===== src/rtl/hazard_unit_pkg.sv =====
// Shared types and constants for the pipeline interlock controller.
package hazard_unit_pkg;

  typedef enum logic [1:0] {
    RUN     = 2'd0,
    FLUSH   = 2'd1,
    MEMWAIT = 2'd2
  } state_e;

  localparam logic [4:0] REG_ZERO = 5'd0;
  localparam int         CNT_W    = 16;

endpackage


===== src/rtl/hazard_unit_sat_counter.sv =====
// Saturating up-counter used for the stall/flush performance counters.
module sat_counter #(
  parameter int W = 16
) (
  input  logic         clk,
  input  logic         rst,
  input  logic         i_inc,
  output logic [W-1:0] o_count
);

  logic [W-1:0] r_count;

  always_ff @(posedge clk or posedge rst) begin
    if (rst)                         r_count <= '0;
    else if (i_inc && r_count != '1) r_count <= r_count + 1'b1;
  end

  assign o_count = r_count;

endmodule


===== src/rtl/hazard_unit.sv =====
// Stall/flush interlock for the 5-stage MIPS pipeline: memory freeze,
// branch flush and load-use bubble, in that priority order.
module hazard_unit
  import hazard_unit_pkg::*;
#(
  parameter int BRANCH_PENALTY = 2,
  parameter int MEM_TIMEOUT    = 255
) (
  input  logic             clk,
  input  logic             rst,
  input  logic [4:0]       IFIDinstrRs2521,
  input  logic [4:0]       IFIDinstrRt2016,
  input  logic             IFIDuseRt,
  input  logic             IDEXMemRead,
  input  logic [4:0]       IDEXinstrRt2016,
  input  logic             branchTaken,
  input  logic             memReq,
  input  logic             memReady,
  output logic             PCWrite,
  output logic             IFIDWrite,
  output logic             IDEXWrite,
  output logic             EXMEMWrite,
  output logic             IFIDFlush,
  output logic             IDEXFlush,
  output logic             MEMWBBubble,
  output logic             memTimeout,
  output logic [CNT_W-1:0] stallCycles,
  output logic [CNT_W-1:0] flushCycles
);

  localparam logic [2:0] PEN_M1 = 3'(BRANCH_PENALTY - 1);
  localparam logic [7:0] TMO    = 8'(MEM_TIMEOUT);

  state_e     r_state, w_stateNext;
  logic [2:0] r_flushCnt, w_flushCntNext;
  logic [7:0] r_waitCnt, w_waitCntNext;
  logic       r_memTimeout;
  logic       w_freeze, w_flushPend, w_flush, w_loadUse, w_stall;

  assign w_freeze    = memReq && !memReady;
  // A flush interrupted by a freeze resumes in the cycle the freeze releases.
  assign w_flushPend = (r_state == FLUSH) || (r_state == MEMWAIT && r_flushCnt != 3'd0);
  assign w_flush     = !w_freeze && (branchTaken || w_flushPend);
  assign w_loadUse   = IDEXMemRead && (IDEXinstrRt2016 != REG_ZERO) &&
                       ((IDEXinstrRt2016 == IFIDinstrRs2521) ||
                        (IFIDuseRt && IDEXinstrRt2016 == IFIDinstrRt2016));
  assign w_stall     = !w_freeze && !w_flush && w_loadUse;

  always_ff @(posedge clk or posedge rst) begin
    if (rst) begin
      r_state      <= RUN;
      r_flushCnt   <= 3'd0;
      r_waitCnt    <= 8'd0;
      r_memTimeout <= 1'b0;
    end else begin
      r_state    <= w_stateNext;
      r_flushCnt <= w_flushCntNext;
      r_waitCnt  <= w_waitCntNext;
      if (w_freeze && w_waitCntNext >= TMO) r_memTimeout <= 1'b1;
    end
  end

  always_comb begin
    w_stateNext    = RUN;
    w_flushCntNext = r_flushCnt;
    w_waitCntNext  = 8'd0;
    if (w_freeze) begin
      w_stateNext   = MEMWAIT;
      w_waitCntNext = (r_waitCnt == 8'hFF) ? r_waitCnt : r_waitCnt + 8'd1;
    end else if (branchTaken) begin
      w_flushCntNext = PEN_M1;
      w_stateNext    = (PEN_M1 == 3'd0) ? RUN : FLUSH;
    end else if (w_flushPend) begin
      w_flushCntNext = r_flushCnt - 3'd1;
      w_stateNext    = (r_flushCnt == 3'd1) ? RUN : FLUSH;
    end
  end

  always_comb begin
    PCWrite     = 1'b1;
    IFIDWrite   = 1'b1;
    IDEXWrite   = 1'b1;
    EXMEMWrite  = 1'b1;
    IFIDFlush   = 1'b0;
    IDEXFlush   = 1'b0;
    MEMWBBubble = 1'b0;
    if (!rst) begin
      if (w_freeze) begin
        PCWrite     = 1'b0;
        IFIDWrite   = 1'b0;
        IDEXWrite   = 1'b0;
        EXMEMWrite  = 1'b0;
        MEMWBBubble = 1'b1;
      end else if (w_flush) begin
        IFIDFlush = 1'b1;
        IDEXFlush = 1'b1;
      end else if (w_loadUse) begin
        PCWrite   = 1'b0;
        IFIDWrite = 1'b0;
        IDEXFlush = 1'b1;
      end
    end
  end

  assign memTimeout = r_memTimeout;

  sat_counter #(.W(CNT_W)) u_stall_cnt (
    .clk     (clk),
    .rst     (rst),
    .i_inc   (w_freeze || w_stall),
    .o_count (stallCycles)
  );

  sat_counter #(.W(CNT_W)) u_flush_cnt (
    .clk     (clk),
    .rst     (rst),
    .i_inc   (w_flush),
    .o_count (flushCycles)
  );

endmodule


===== config.mk =====
export PLATFORM = sky130hd
export DESIGN_NAME = hazard_unit
export DESIGN_NICKNAME = d
export VERILOG_FILES = /design/src/rtl/hazard_unit_pkg.sv /design/src/rtl/hazard_unit_sat_counter.sv /design/src/rtl/hazard_unit.sv
export SDC_FILE = /design/constraint.sdc
export NUM_CORES = 1
export LEC_CHECK = 0
export CORE_ASPECT_RATIO = 1.5
export CORE_UTILIZATION = 30
export CTS_CLUSTER_SIZE = 12
export DETAILED_ROUTE_END_ITERATION = 12
export DONT_BUFFER_PORTS = 1
export GPL_ROUTABILITY_DRIVEN = 0
export SLEW_MARGIN = 20
export SYNTH_ARGS = -nofsm -noshare
export SYNTH_HDL_FRONTEND = slang
export SYNTH_SLANG_ARGS = --single-unit
export TNS_END_PERCENT = 100

===== constraint.sdc =====
create_clock -name clk -period 2.85 [get_ports clk]
set_input_delay 0.7125 -clock clk [delete_from_list [all_inputs] [get_ports clk]]
set_output_delay 0.7125 -clock clk [all_outputs]
set_load 0.1 [all_outputs]

After elaboration in Yosys (flattened, before gate mapping)

Index checks and enable logic that the tools add are counted.

Bits in registers: 46
Latch bits: 0
RAM bits: 0
Memory bits (read-only): 0
Input port bits: 22
Logic and storage cells: 65
Memories kept: 0

Add/subtract/negate cells: 4
$mul: 0
Div/mod/pow operators: 0
$lt $le $gt $ge: 1
Eq/ne operators: 8
Shift-type cells: 0
Multiplexer cells: 23
Bitwise gates (word level): 1
Reduce and logical (&&, ||, !) cells: 22

Operators with widths:

| kind                    | number |
|---|---|
| $add A16 B1 Y16 const B | 2 |
| $ne A16 B16 Y1 const B  | 2 |
| $mux W1                 | 18 |
| $mux W8                 | 2 |
| $logic_and A1 B1 Y1     | 11 |
| $eq A5 B5 Y1            | 2 |
| $add A8 B1 Y8 const B   | 1 |
| $eq A8 B8 Y1 const B    | 1 |
| $ge A8 B8 Y1 const B    | 1 |
| $mux W3                 | 2 |
| $reduce_bool A5 Y1      | 1 |
| $logic_or A1 B1 Y1      | 4 |
| $eq A3 B1 Y1 const B    | 1 |
| $logic_not A1 Y1        | 3 |
| $reduce_bool A3 Y1      | 1 |
| $sub A3 B1 Y3 const B   | 1 |
| $eq A2 B1 Y1 const B    | 1 |
| $eq A2 B2 Y1 const B    | 1 |
| $mux W2                 | 1 |
| $reduce_and A2 Y1       | 1 |
| $reduce_bool A2 Y1      | 1 |
| $not A1 Y1              | 1 |

Longest topological paths before layout

Depth after elaboration: 10
Gate-level depth with buffers: 9

Cells and area by module

Synthesis repeated with hierarchy kept, for this count alone.

Cells, all modules: 253
Area total of the unflattened synthesis: 2606.2 µm²

By module, submodules not included:

| module      | instances | cells an instance | area an instance (µm²) |
|---|---|---|---|
| sat_counter | 2         | 71                | 805.8 |
| hazard_unit | 1         | 111               | 994.7 |

Least setup slack after synthesis

Ideal clock, no wire load.

Path kind: input to output
Start: input port IDEXinstrRt2016[1]
End: output port PCWrite
Arrival time: 4203 ps
Data required time: 2138 ps
Path slack: -2065 ps
Stages: 5
Cells stage by stage: or4_1 > o21ai_1 > nor3_1 > o21ai_0 > buf_4

Longest elaborated chain between the ends: 8

Ends and longest elaborated chain:

| element                | line              | RTL |
|---|---|---|
| start: declaration     | hazard_unit.sv:15 | `input logic [4:0] IDEXinstrRt2016,` |
| $eq A5 B5 Y1           | hazard_unit.sv:46 | `(IFIDuseRt && IDEXinstrRt2016 == IFIDinstrRt2016));` |
| $logic_and A1 B1 Y1    | hazard_unit.sv:46 |  |
| $logic_or A1 B1 Y1     | hazard_unit.sv:45 | `((IDEXinstrRt2016 == IFIDinstrRs2521) \|\|` |
| $logic_and A1 B1 Y1 *  | hazard_unit.sv:44 | `assign w_loadUse = IDEXMemRead && (IDEXinstrRt2016 != REG_ZERO) &&` |
| $mux W1 * (4 in a row) | --                |  |
| end: declaration       | hazard_unit.sv:19 | `output logic PCWrite,` |

Every way passes the cells marked *; elsewhere a longest branch is shown, timed or not.

Final worst setup path

Start: input port IDEXinstrRt2016[1]
End: output port IFIDWrite

Longest elaborated chain between the ends: 8

Ends and longest elaborated chain:

| element               | line              | RTL |
|---|---|---|
| $eq A5 B5 Y1          | hazard_unit.sv:46 |  |
| $logic_and A1 B1 Y1   | hazard_unit.sv:46 |  |
| $logic_or A1 B1 Y1    | hazard_unit.sv:45 |  |
| $logic_and A1 B1 Y1 * | hazard_unit.sv:44 |  |
| $mux W1 *             | hazard_unit.sv:97 | `end else if (w_loadUse) begin` |
| $mux W1 *             | hazard_unit.sv:94 | `end else if (w_flush) begin` |
| $mux W1 *             | hazard_unit.sv:88 | `if (w_freeze) begin` |
| $mux W1 *             | hazard_unit.sv:87 | `if (!rst) begin` |
| end: declaration      | hazard_unit.sv:20 | `output logic IFIDWrite,` |

Marked as above.

==> flow_summary.ini <==
[layout]
syn2layout_area_growth_pct = 27.28
final_util_pct = 39.25
antenna_cells = 0
fillers = 777
drive_above_1_share_pct = 26.71
stdcell_count = 382
layout_common_cells = 46 x dfrtp_1, 41 x buf_4, 24 x xnor2_1, 18 x nand2_1, 15 x nor2_1
final_common_cell = dfrtp_1
final_nets = 304

[place]
port-buffer-count = 0
dp_cells = 374
dp_hpwl_um = 4113

[sta]
relSlewSlack_pct = 38.27
finalSetupViolCount = 0
fmax_mhz = 366.8
drv_slew = 0
period_needed_ns = 2.727
skew_ns = 0.003410
period_share_pct = 95.67
holdWs_ns = 0.4697
rsz0062_at_grt = no
worst_pin_slew_ns = 0.9260
hold_viol_final = 0

[global_routing]
track_usage_pct = 12.98
grt_overflow = 0
met2_usage_pct = 23.54
antenna_found_initial = 0
grt_busiest_layer = met2
met3_usage_pct = 3.740
grt_pass1_vias = 2027
grt_pass1_wl_um = 8611
grt_start_max_net_pins = 28
met1_usage_pct = 14.11

[floorplanning]
rows = 40
fp.dieW_um = 75.84
num_io_pins = 62
core_mm2 = 0.007958
start_util_pct = 30.83
die_h_um = 112.8
die_area_mm2 = 0.008552

[synth]
synth_top_area_share_pct = 46.91
avgSynthCellArea_um2 = 10.58
synth_edf_count = 0
synth_seq_cells = 46
synth.yosys.warnings = 0
synth_area_mm2 = 0.002454
yosysTopAreaCell = dfrtp_1
syn_inst = 232
synth.area.top_cells = dfrtp_1 47%, xnor2_1 8.6%, xor2_1 4.6%
async_reset_ff_share_pct = 100.0
ys_seq_area_share_pct = 46.91
ys.flop_type = dfrtp_1
ys_types = 43
synth_nets = 260

[cts]
cts.clk_slew.worst_paths_ns = 0.06
cts_setup_buffers = 0
cts_tree = yes
cts_max_level = 2
cts_sinks = 46
clockBufferDepth = 2
cts_buffers = 5
clk_latency_ns = 0.28
root_buffer = clkbuf_16

[setup_path]
r2r_slack_ns = 0.63
worst-setup-path-type = in -> out
timing.rr.start = r_flushCnt[0]$_DFFE_PP0P_
rr_worst_depth = 8
critPathArrivalTime_ns = 2.01
cp-start-kind = input port
path_max_fanout = 3
worstSetupEndpointType = primary output
crit_required_ns = 2.14
timing.rr.end = u_flush_cnt.o_count[7]$_DFFE_PP0P_

[outcome]
status = finished, final reports clean

[power]
power_density_mw_per_mm2 = 885.6
peakVddDrop_mv = 0.6906
leakagePower_nw = 1.374

[route]
drt_iter0_drc = 82
post_drt_wl_per_cell_um = 13.60
num_vias = 1893
ant_nets = 0
drc = 0
totalWireLength_um = 5197
vias_per_cell = 4.955
drt_pre_antenna_iters = 4

[worst_hold_path]
hold_class = in -> async

[flow_run]
drv_cap = 0
==> what timing repair did <==
item	in CTS	in global routing
endpoints found under the setup margin	0	3
hold buffers	0	0
endpoints found under the hold margin	0	0
gates resized for setup	0	2
==> final cells by class <==
cell class                 instances  area (um2)  area share (%)
clock buffer                       7       142.6           4.567
multi-input combinational        171        1275           40.83
clock inverter                     1       5.005          0.1603
sequential                        46        1151           36.86
tap                              105       131.4           4.207
inverter                           7       30.03          0.9615
timing repair buffer              45       387.9           12.42
==> per-layer routing <==
layer | vias up | part of all wire [%]
li1 | 908 | -
met1 | 930 | 40
met2 | 49 | 53
met3 | 6 | 5.8
met4 | 0 | 1.2
met5 | - | 0
==> worst max-delay path, cell delays in order <==
cell and delay [ns]:
or4_1 0.53, o21ai_1 0.24, nor3_2 0.08, o21ai_4 0.24
buf_12 0.21
==> kinds of logic (layout without fill, tap and decap cells) <==
family	after synthesis	after routing	synth area share, %
compound gates	29	29	8.924
xor+xnor	39	39	14.53
fa+ha+maj	6	6	3.060
buf+inv	15	60	3.365
flops	46	46	46.91
mux	4	4	1.734
simple gates	93	93	21.47
==> synth_stat cells (all sizes together), types with 2 or more instances <==
library cell and n:
a31oi 6, and3 10, nand2 20, ha 6, inv 6, nand4 16, nor2 16, xnor2 26
o31ai 3, mux2i 2, nor2b 2, dfrtp 46, xor2 13, nand2b 2, nand3 15, nor3 6
o21ai 8, a21oi 4, and4 2, buf 7, mux2 2
==> metrics by stage <==
step                      setup TNS, ns  power [W]  setup WS [ns]  instance area [um2]
after floorplan                 -0.5963   0.001936        -0.2368                 2526
after global placement                0   0.002191         0.1374                 2969
after detailed placement              0   0.002211        0.09188                 2969
after CTS                             0   0.002799        0.01943                 3117
after global routing                  0   0.002886        0.04457                 3123
final                                 0   0.002766         0.1234                 3123
==> report_power, final <==
group          switching [W]  internal [W]
logic                0.00106      0.000303
registers          0.0000580      0.000768
clock network       0.000230      0.000348
==> state kept, by name, summed over array words and instances, names as in the netlist <==
signal and flops:
r_flushCnt 3, memTimeout 1, u_flush_cnt.o_count 16, r_state 2, u_stall_cnt.o_count 16, r_waitCnt 8
==> how the worst max path moves through the flow <==
| stage | start | endpoint | slack, ns | cells after the start |
|---|---|---|---|---|
| final | IDEXinstrRt2016[1] | IFIDWrite | 0.12 | 5 |
| after global routing | IDEXinstrRt2016[1] | IDEXFlush | 0.04 | 7 |
| after CTS | r_flushCnt[0]$_DFFE_PP0P_ | IFIDWrite | 0.02 | 7 |
| after detailed placement | IDEXinstrRt2016[1] | IFIDWrite | 0.09 | 6 |
| after global placement | IDEXinstrRt2016[1] | IFIDWrite | 0.14 | 6 |
| after floorplan | IDEXinstrRt2016[1] | PCWrite | -0.24 | 5 |
No activity file was read; power rests on OpenSTA's default activity.
